[src/rtl/demod_pkg.sv]
// Shared types and default widths for the demodulation mixer scheduler.
package demod_pkg;

    localparam int unsigned NumChDef  = 4;
    localparam int unsigned ChWDef    = 2;
    localparam int unsigned AddrWDef  = 10;
    localparam int unsigned InWDef    = 16;
    localparam int unsigned OutWDef   = 16;
    localparam int unsigned AccWDef   = 32;
    localparam int unsigned WinWDef   = 16;

    typedef enum logic [1:0] {
        StIdle,
        StRun,
        StDrain,
        StDump
    } state_e;

endpackage

[src/rtl/nco_bank.sv]
// Per-channel NCO state: programmed fcw/phase, working shadows and phase advance.
module nco_bank
    import demod_pkg::*;
#(
    parameter int unsigned NUM_CH = NumChDef,
    parameter int unsigned CH_W   = ChWDef,
    parameter int unsigned ADDR_W = AddrWDef
) (
    input  logic              clk_i,
    input  logic              rst_i,
    input  logic              cfg_we_i,
    input  logic [CH_W-1:0]   cfg_ch_i,
    input  logic [ADDR_W-1:0] cfg_fcw_i,
    input  logic [ADDR_W-1:0] cfg_phase_i,
    input  logic              load_i,
    input  logic              adv_i,
    input  logic [CH_W-1:0]   adv_ch_i,
    output logic [ADDR_W-1:0] phase_o
);

    logic [ADDR_W-1:0] fcw_cfg_q [NUM_CH];
    logic [ADDR_W-1:0] fcw_cfg_d [NUM_CH];
    logic [ADDR_W-1:0] ph_cfg_q  [NUM_CH];
    logic [ADDR_W-1:0] ph_cfg_d  [NUM_CH];
    logic [ADDR_W-1:0] fcw_sh_q  [NUM_CH];
    logic [ADDR_W-1:0] fcw_sh_d  [NUM_CH];
    logic [ADDR_W-1:0] ph_sh_q   [NUM_CH];
    logic [ADDR_W-1:0] ph_sh_d   [NUM_CH];

    // Config writes, shadow load on window start, phase step after each issue slot.
    always_comb begin
        for (int c = 0; c < NUM_CH; c++) begin
            fcw_cfg_d[c] = fcw_cfg_q[c];
            ph_cfg_d[c]  = ph_cfg_q[c];
            fcw_sh_d[c]  = fcw_sh_q[c];
            ph_sh_d[c]   = ph_sh_q[c];
            if (cfg_we_i && cfg_ch_i == CH_W'(c)) begin
                fcw_cfg_d[c] = cfg_fcw_i;
                ph_cfg_d[c]  = cfg_phase_i;
            end
            if (load_i) begin
                fcw_sh_d[c] = fcw_cfg_q[c];
                ph_sh_d[c]  = ph_cfg_q[c];
            end else if (adv_i && adv_ch_i == CH_W'(c)) begin
                ph_sh_d[c] = ph_sh_q[c] + fcw_sh_q[c];
            end
        end
    end

    // State registers.
    always_ff @(posedge clk_i) begin
        if (rst_i) begin
            for (int c = 0; c < NUM_CH; c++) begin
                fcw_cfg_q[c] <= '0;
                ph_cfg_q[c]  <= '0;
                fcw_sh_q[c]  <= '0;
                ph_sh_q[c]   <= '0;
            end
        end else begin
            for (int c = 0; c < NUM_CH; c++) begin
                fcw_cfg_q[c] <= fcw_cfg_d[c];
                ph_cfg_q[c]  <= ph_cfg_d[c];
                fcw_sh_q[c]  <= fcw_sh_d[c];
                ph_sh_q[c]   <= ph_sh_d[c];
            end
        end
    end

    assign phase_o = ph_sh_q[adv_ch_i];

endmodule

[src/rtl/demod_mixer_scheduler.sv]
// Time-multiplexes one shared mixer over NUM_CH channels and integrates I/Q per window.
module demod_mixer_scheduler
    import demod_pkg::*;
#(
    parameter int unsigned NUM_CH       = NumChDef,
    parameter int unsigned CH_W         = ChWDef,
    parameter int unsigned ADDR_W       = AddrWDef,
    parameter int unsigned INPUT_WIDTH  = InWDef,
    parameter int unsigned OUTPUT_WIDTH = OutWDef,
    parameter int unsigned ACC_WIDTH    = AccWDef,
    parameter int unsigned WIN_W        = WinWDef
) (
    input  logic                    clk,
    input  logic                    rst,
    input  logic                    cfg_we,
    input  logic [CH_W-1:0]         cfg_ch,
    input  logic [ADDR_W-1:0]       cfg_fcw,
    input  logic [ADDR_W-1:0]       cfg_phase,
    input  logic                    start,
    input  logic [WIN_W-1:0]        win_len,
    input  logic                    s_valid,
    output logic                    s_ready,
    input  logic [INPUT_WIDTH-1:0]  s_i,
    input  logic [INPUT_WIDTH-1:0]  s_q,
    output logic [ADDR_W-1:0]       lut_addr,
    input  logic [INPUT_WIDTH-1:0]  lut_cos,
    input  logic [INPUT_WIDTH-1:0]  lut_sin,
    output logic [INPUT_WIDTH-1:0]  mix_i_in_1,
    output logic [INPUT_WIDTH-1:0]  mix_q_in_1,
    output logic [INPUT_WIDTH-1:0]  mix_i_in_2,
    output logic [INPUT_WIDTH-1:0]  mix_q_in_2,
    input  logic [OUTPUT_WIDTH-1:0] mix_i_out,
    input  logic [OUTPUT_WIDTH-1:0] mix_q_out,
    output logic                    acc_valid,
    output logic [CH_W-1:0]         acc_ch,
    output logic [ACC_WIDTH-1:0]    acc_i,
    output logic [ACC_WIDTH-1:0]    acc_q,
    output logic                    busy,
    output logic                    done
);

    localparam logic [CH_W-1:0] LastCh = CH_W'(NUM_CH - 1);

    state_e                 state_q, state_d;
    logic [WIN_W-1:0]       cnt_q, cnt_d, win_q, win_d;
    logic [CH_W-1:0]        dump_ch_q, dump_ch_d;
    logic                   done_q, done_d;
    logic                   load, s_acc;

    logic                   iss_valid_q, iss_valid_d, mix_valid_q;
    logic [CH_W-1:0]        iss_ch_q, iss_ch_d, mix_ch_q;
    logic [INPUT_WIDTH-1:0] iss_i_q, iss_i_d, iss_q_q, iss_q_d, mix_i_q, mix_q_q;
    logic [ADDR_W-1:0]      phase;

    logic [ACC_WIDTH-1:0]   acc_i_q [NUM_CH];
    logic [ACC_WIDTH-1:0]   acc_i_d [NUM_CH];
    logic [ACC_WIDTH-1:0]   acc_q_q [NUM_CH];
    logic [ACC_WIDTH-1:0]   acc_q_d [NUM_CH];
    logic [ACC_WIDTH-1:0]   mix_i_ext, mix_q_ext;

    // A new sample may enter as the issue stage finishes its last channel slot.
    assign s_ready = (state_q == StRun) && (!iss_valid_q || iss_ch_q == LastCh) &&
                     (cnt_q != win_q);
    assign s_acc   = s_valid && s_ready;

    // Window control FSM: next state, sample count and dump sequencing.
    always_comb begin
        state_d   = state_q;
        cnt_d     = cnt_q;
        win_d     = win_q;
        dump_ch_d = dump_ch_q;
        done_d    = 1'b0;
        load      = 1'b0;
        unique case (state_q)
            StIdle: begin
                if (start) begin
                    load      = 1'b1;
                    cnt_d     = '0;
                    win_d     = win_len;
                    dump_ch_d = '0;
                    state_d   = (win_len == '0) ? StDump : StRun;
                end
            end
            StRun: begin
                if (s_acc) begin
                    cnt_d = cnt_q + WIN_W'(1);
                    if (cnt_d == win_q) state_d = StDrain;
                end
            end
            StDrain: begin
                if (!iss_valid_q && !mix_valid_q) state_d = StDump;
            end
            StDump: begin
                dump_ch_d = dump_ch_q + CH_W'(1);
                if (dump_ch_q == LastCh) begin
                    state_d = StIdle;
                    done_d  = 1'b1;
                end
            end
            default: state_d = StIdle;
        endcase
    end

    // Issue stage walks channels 0..NUM_CH-1 for the held sample.
    always_comb begin
        iss_valid_d = iss_valid_q;
        iss_ch_d    = iss_ch_q;
        iss_i_d     = iss_i_q;
        iss_q_d     = iss_q_q;
        if (iss_valid_q) begin
            iss_ch_d = iss_ch_q + CH_W'(1);
            if (iss_ch_q == LastCh) iss_valid_d = 1'b0;
        end
        if (s_acc) begin
            iss_valid_d = 1'b1;
            iss_ch_d    = '0;
            iss_i_d     = s_i;
            iss_q_d     = s_q;
        end
    end

    assign mix_i_ext = {{(ACC_WIDTH-OUTPUT_WIDTH){mix_i_out[OUTPUT_WIDTH-1]}}, mix_i_out};
    assign mix_q_ext = {{(ACC_WIDTH-OUTPUT_WIDTH){mix_q_out[OUTPUT_WIDTH-1]}}, mix_q_out};

    // Integrators: cleared on window start, accumulate the mix-stage channel.
    always_comb begin
        for (int c = 0; c < NUM_CH; c++) begin
            acc_i_d[c] = load ? '0 : acc_i_q[c];
            acc_q_d[c] = load ? '0 : acc_q_q[c];
        end
        if (!load && mix_valid_q) begin
            acc_i_d[mix_ch_q] = acc_i_q[mix_ch_q] + mix_i_ext;
            acc_q_d[mix_ch_q] = acc_q_q[mix_ch_q] + mix_q_ext;
        end
    end

    // State, pipeline and integrator registers.
    always_ff @(posedge clk) begin
        if (rst) begin
            state_q     <= StIdle;
            cnt_q       <= '0;
            win_q       <= '0;
            dump_ch_q   <= '0;
            done_q      <= 1'b0;
            iss_valid_q <= 1'b0;
            iss_ch_q    <= '0;
            iss_i_q     <= '0;
            iss_q_q     <= '0;
            mix_valid_q <= 1'b0;
            mix_ch_q    <= '0;
            mix_i_q     <= '0;
            mix_q_q     <= '0;
            for (int c = 0; c < NUM_CH; c++) begin
                acc_i_q[c] <= '0;
                acc_q_q[c] <= '0;
            end
        end else begin
            state_q     <= state_d;
            cnt_q       <= cnt_d;
            win_q       <= win_d;
            dump_ch_q   <= dump_ch_d;
            done_q      <= done_d;
            iss_valid_q <= iss_valid_d;
            iss_ch_q    <= iss_ch_d;
            iss_i_q     <= iss_i_d;
            iss_q_q     <= iss_q_d;
            mix_valid_q <= iss_valid_q;
            mix_ch_q    <= iss_ch_q;
            mix_i_q     <= iss_i_q;
            mix_q_q     <= iss_q_q;
            for (int c = 0; c < NUM_CH; c++) begin
                acc_i_q[c] <= acc_i_d[c];
                acc_q_q[c] <= acc_q_d[c];
            end
        end
    end

    nco_bank #(
        .NUM_CH (NUM_CH),
        .CH_W   (CH_W),
        .ADDR_W (ADDR_W)
    ) u_nco_bank (
        .clk_i       (clk),
        .rst_i       (rst),
        .cfg_we_i    (cfg_we),
        .cfg_ch_i    (cfg_ch),
        .cfg_fcw_i   (cfg_fcw),
        .cfg_phase_i (cfg_phase),
        .load_i      (load),
        .adv_i       (iss_valid_q),
        .adv_ch_i    (iss_ch_q),
        .phase_o     (phase)
    );

    // Outputs: zero whenever the owning stage or state is inactive.
    always_comb begin
        lut_addr   = iss_valid_q ? phase : '0;
        mix_i_in_1 = mix_valid_q ? mix_i_q : '0;
        mix_q_in_1 = mix_valid_q ? mix_q_q : '0;
        mix_i_in_2 = mix_valid_q ? lut_cos : '0;
        mix_q_in_2 = mix_valid_q ? lut_sin : '0;
        acc_valid  = (state_q == StDump);
        acc_ch     = acc_valid ? dump_ch_q : '0;
        acc_i      = acc_valid ? acc_i_q[dump_ch_q] : '0;
        acc_q      = acc_valid ? acc_q_q[dump_ch_q] : '0;
        busy       = (state_q != StIdle);
        done       = done_q;
    end

endmodule

[config.mk]
export PLATFORM = sky130hd
export DESIGN_NAME = demod_mixer_scheduler
export DESIGN_NICKNAME = d
export VERILOG_FILES = /design/src/rtl/demod_pkg.sv /design/src/rtl/nco_bank.sv /design/src/rtl/demod_mixer_scheduler.sv
export SDC_FILE = /design/constraint.sdc
export NUM_CORES = 1
export LEC_CHECK = 0
export CAP_MARGIN = 0
export CORE_AREA = 5 5 225 227
export CTS_BUF_LIST = sky130_fd_sc_hd__clkbuf_16
export DETAILED_ROUTE_END_ITERATION = 10
export DIE_AREA = 0 0 230 232
export PLACE_DENSITY = 0.9
export SLEW_MARGIN = 5
export SYNTH_ARGS = -nofsm -noshare
export SYNTH_HDL_FRONTEND = slang
export SYNTH_SLANG_ARGS = --single-unit
[constraint.sdc]
create_clock -name clk -period 4.67 [get_ports clk]
set_input_delay 0.934 -clock clk [delete_from_list [all_inputs] [get_ports clk]]
set_output_delay 0.934 -clock clk [all_outputs]
set_load 0.005 [all_outputs]
==> key figures <==
Power and ir drop
  • Seq pwr share: 41.8%
  • Switching fraction of total power: 31.04%
  • PD cells: 365.5 nW/µm²
  • Clk pwr share: 37.4%
  • Sw power: 3.720 mW
  • P_leak: 12.08 nW
  • Internal: 8.265 mW
  • Peak supply drop: 0.3037 mV
  • Comb pwr share: 20.8%

Floorplan
  • Site Rows: 81
  • Core ar.: 48440 µm²
  • Die area: 53360 µm²
  • I/O pins: 283
  • Starting Density: 57.17%
  • Die extent in y: 232 µm
  • Horiz. Die Dim: 230 µm

Worst hold path
  • Hold_sp: u_nco_bank.fcw_cfg_q[2][2]
  • Min-delay worst type: reg2reg
  • Hold Crit Depth: 2
  • Hold path endpoint: u_nco_bank.fcw_sh_q[2][2]

Placed design
  • Gpl congestion: 0.9311
  • # port buffers: 282
  • Post-Place Cell Area: 30930 µm²
  • Dpl ws: 433.9 ps
  • DP Wirelength: 51950 µm

GRT
  • Grt ovf: 0
  • Vias in the first global route: 24430
  • Total GRT Usage: 28.35%
  • Initial antenna violation count: 1
  • First-pass GRT wire length: 125600 µm
  • Largest net degree at the start of global routing: 176

Cells and area
  • Most common cell after layout, fill and taps aside: dfxtp_1
  • Number of fill cells: 3497
  • Final Cell Area: 32790 µm²
  • Final Util: 67.69%
  • # diodes: 0
  • Total Nets Final: 3517
  • Area added between synthesis and finish: 18.39%
  • Most frequent cells in the layout: 522 x dfxtp_1, 475 x nand2_1, 307 x a21oi_1
  • Share of post-route cells with drive strength above 1: 9.541%

Setup path
  • Max FO, Critical Path: 27
  • Crit path required time: 5180 ps
  • WS Path Type: reg2reg
  • CP Capture Type: flip-flop
  • Crit-path cells: buf_4 > mux4_2 > ha_1 > a21o_1 > a21oi_1 > nor2b_1 > a311oi_1 > a21oi_2 > o2111ai_1 > a21boi_1 > or3_1 > a32o_1
  • CP Data Arrival Time: 4590 ps
  • Slowest-stage cell, CP: mux4_2
  • Origin of the critical flop-to-flop path: mix_ch_q[0]
  • Reg-to-reg setup timing slack: 590 ps
  • CP max stage delay: 580 ps
  • R2R Path End: acc_q_q[2][30]
  • Worst R2R Path Depth: 12
  • Startpoint Class: flip-flop

Synthesis
  • Post-Syn Area: 27700 µm²
  • Register bit total from synthesis: 527
  • Post-synth EDFFs: 0
  • Synth top area cells: dfxtp_1 38%, mux4_2 11%, nand2_1 6.5%
  • FFs w/ async S/R, synth: 0%
  • Mapped Nets: 3347
  • Register area share after synthesis: 38.09%
  • Post-synthesis area per instance: 8.952 µm²
  • Post-synth top flop: dfxtp_1
  • Post-Syn Instances: 3094
  • Largest area contributor in the netlist: dfxtp_1
  • Yosys warnings: 0
  • Top cell type's share of synthesized area: 38.09%
  • Count of different cell masters after synthesis: 77

Run
  • MaxCap Viol Count: 0

Drt
  • WL per Instance: 20.18 µm
  • DRC: 0
  • Routed Wire Length: 79370 µm
  • Routed Antenna Nets: 0
  • Via/cell ratio: 6.336
  • Via count: 24930
  • Detailed Routing Iterations Pass 1: 8
  • Initial drt markers: 2288

STA
  • Max Clk Rate: 0.2451 GHz
  • Clock Skew: 36.68 ps
  • Period utilisation layout: 87.38%
  • Slew Limit Headroom: 21.25%
  • Setup Viol. Count Final: 0
  • Setup TNS: 0 ps
  • Final setup margin: 589.5 ps
  • Slew @ Worst Pin: 1173 ps
  • Min Clock Period, post-route: 4081 ps
  • RSZ-0062 raised after global routing: no
  • Final Hold Fails: 0
  • Pins Over Slew Limit: 0

Clock network
  • Post_cts resized: 0
  • Clk Latency, worst-skew pair: 620 ps
  • Post-CTS Setup Bufs: 0
  • H-tree depth: 2
  • CTS clk-pin slew, worst paths: 60 ps
  • Hold-fix buffers, CTS: 0
  • CTS Sinks: 527
  • Clock Path Buffers: 3
  • TritonCTS clock tree: yes
  • Root Driver: clkbuf_16
  • CTS Buf Count: 56

Outcome
  • Run status: complete, no violations
## cell families after synthesis
kind of cell    after synthesis  synth area share [%]
simple gates               1183                 20.20
compound gates              710                 16.23
flops                       527                 38.09
buf+inv                     260                 3.632
mux                         179                 12.71
xor+xnor                    121                 3.826
fa+ha+maj                   114                 5.312
## final cells by class
type | count | area, µm² | share of cell area, %
clock buffer | 56 | 1401 | 4.274
inverter | 40 | 150.1 | 0.4579
timing repair buffer | 332 | 3241 | 9.883
sequential | 527 | 10570 | 32.22
clock inverter | 50 | 454.2 | 1.385
tap | 622 | 778.2 | 2.373
multi-input combinational | 2307 | 16200 | 49.40
## worst max path at each step
| stage | from | end | cells after the start |
|---|---|---|---|
| 2_1_floorplan | mix_ch_q[0] | acc_q_q[0][30] | 14 |
| 6_report | mix_ch_q[0] | acc_q_q[2][30] | 12 |
| 3_5_place_dp | mix_q_out[0] | acc_q_q[1][30] | 12 |
| 5_1_grt | mix_ch_q[0] | acc_q_q[1][28] | 12 |
| 3_3_place_gp | mix_q_out[0] | acc_q_q[3][30] | 12 |
| 4_1_cts | mix_ch_q[0] | acc_q_q[1][30] | 12 |
## power groups by stage
stage	Combinational [mW]	Sequential (mW)	Clock, mW
after floorplan	1.76	4.96	0
after global placement	2.37	5.07	0
after CTS	2.46	5.00	4.52
after global routing	2.70	5.03	4.72
final	2.50	5.00	4.48
after detailed placement	2.43	5.09	0
## layer usage
layer | routed length, µm | GRT usage, % | vias up
met2 | 39240 | 49.09 | 1429
met5 | 16 | 0 | -
met1 | 29290 | 34.26 | 11800
li1 | - | - | 11380
met4 | 3709 | 13.36 | 2
met3 | 7110 | 5.380 | 315
## through the flow
stage / instances / power [mW] / hold slack, ps
floorplan: 3094 / 6.725 / 432.1
global placement: 3828 / 7.446 / 436.8
detailed placement: 3828 / 7.517 / 441.5
CTS: 3934 / 11.97 / 444.2
global route: 3934 / 12.46 / 462.3
finish: 3934 / 11.98 / 440.7
## critical path, delay by kind of cell, from the launching register on
kind,cells,cell delay (ps)
AO/OA/AOI/OAI,7,1540
adder cells (fa/ha/maj),1,370
buffers and inverters,1,490
flip-flops,1,550
multiplexers,1,580
AND/OR/NAND/NOR,2,460
## cells in the mapped netlist (17+ instances only)
master    number
a21o_1        48
a21oi_1      307
a22o_1        55
a22oi_1       37
a31oi_1       23
and2_1       147
buf_1         20
buf_2         17
clkbuf_1     180
dfxtp_1      527
ha_1         108
inv_1         40
mux2i_1       40
mux4_2       138
nand2_1      476
nand2b_1      23
nand3_1      123
nand4_1       18
nand4b_1      33
nor2_1       219
nor2b_1       55
nor3_1        31
o211ai_1      29
o21ai_0       74
o21ai_1       43
xnor2_1       85
xor2_1        36
## sequential cells by signal, indices dropped and copies added (netlist names), named ones only
name and cells:
state_q 2, u_nco_bank.fcw_sh_q 40, iss_i_q 16, iss_valid_q 1, acc_q_q 128, iss_ch_q 2, mix_ch_q 2, win_q 16
dump_ch_q 2, done 1, u_nco_bank.fcw_cfg_q 40, u_nco_bank.ph_sh_q 40, cnt_q 16, mix_valid_q 1, acc_i_q 128, mix_q_q 16
u_nco_bank.ph_cfg_q 40, iss_q_q 16, mix_i_q 16
Power figures use the tool's default switching activity.
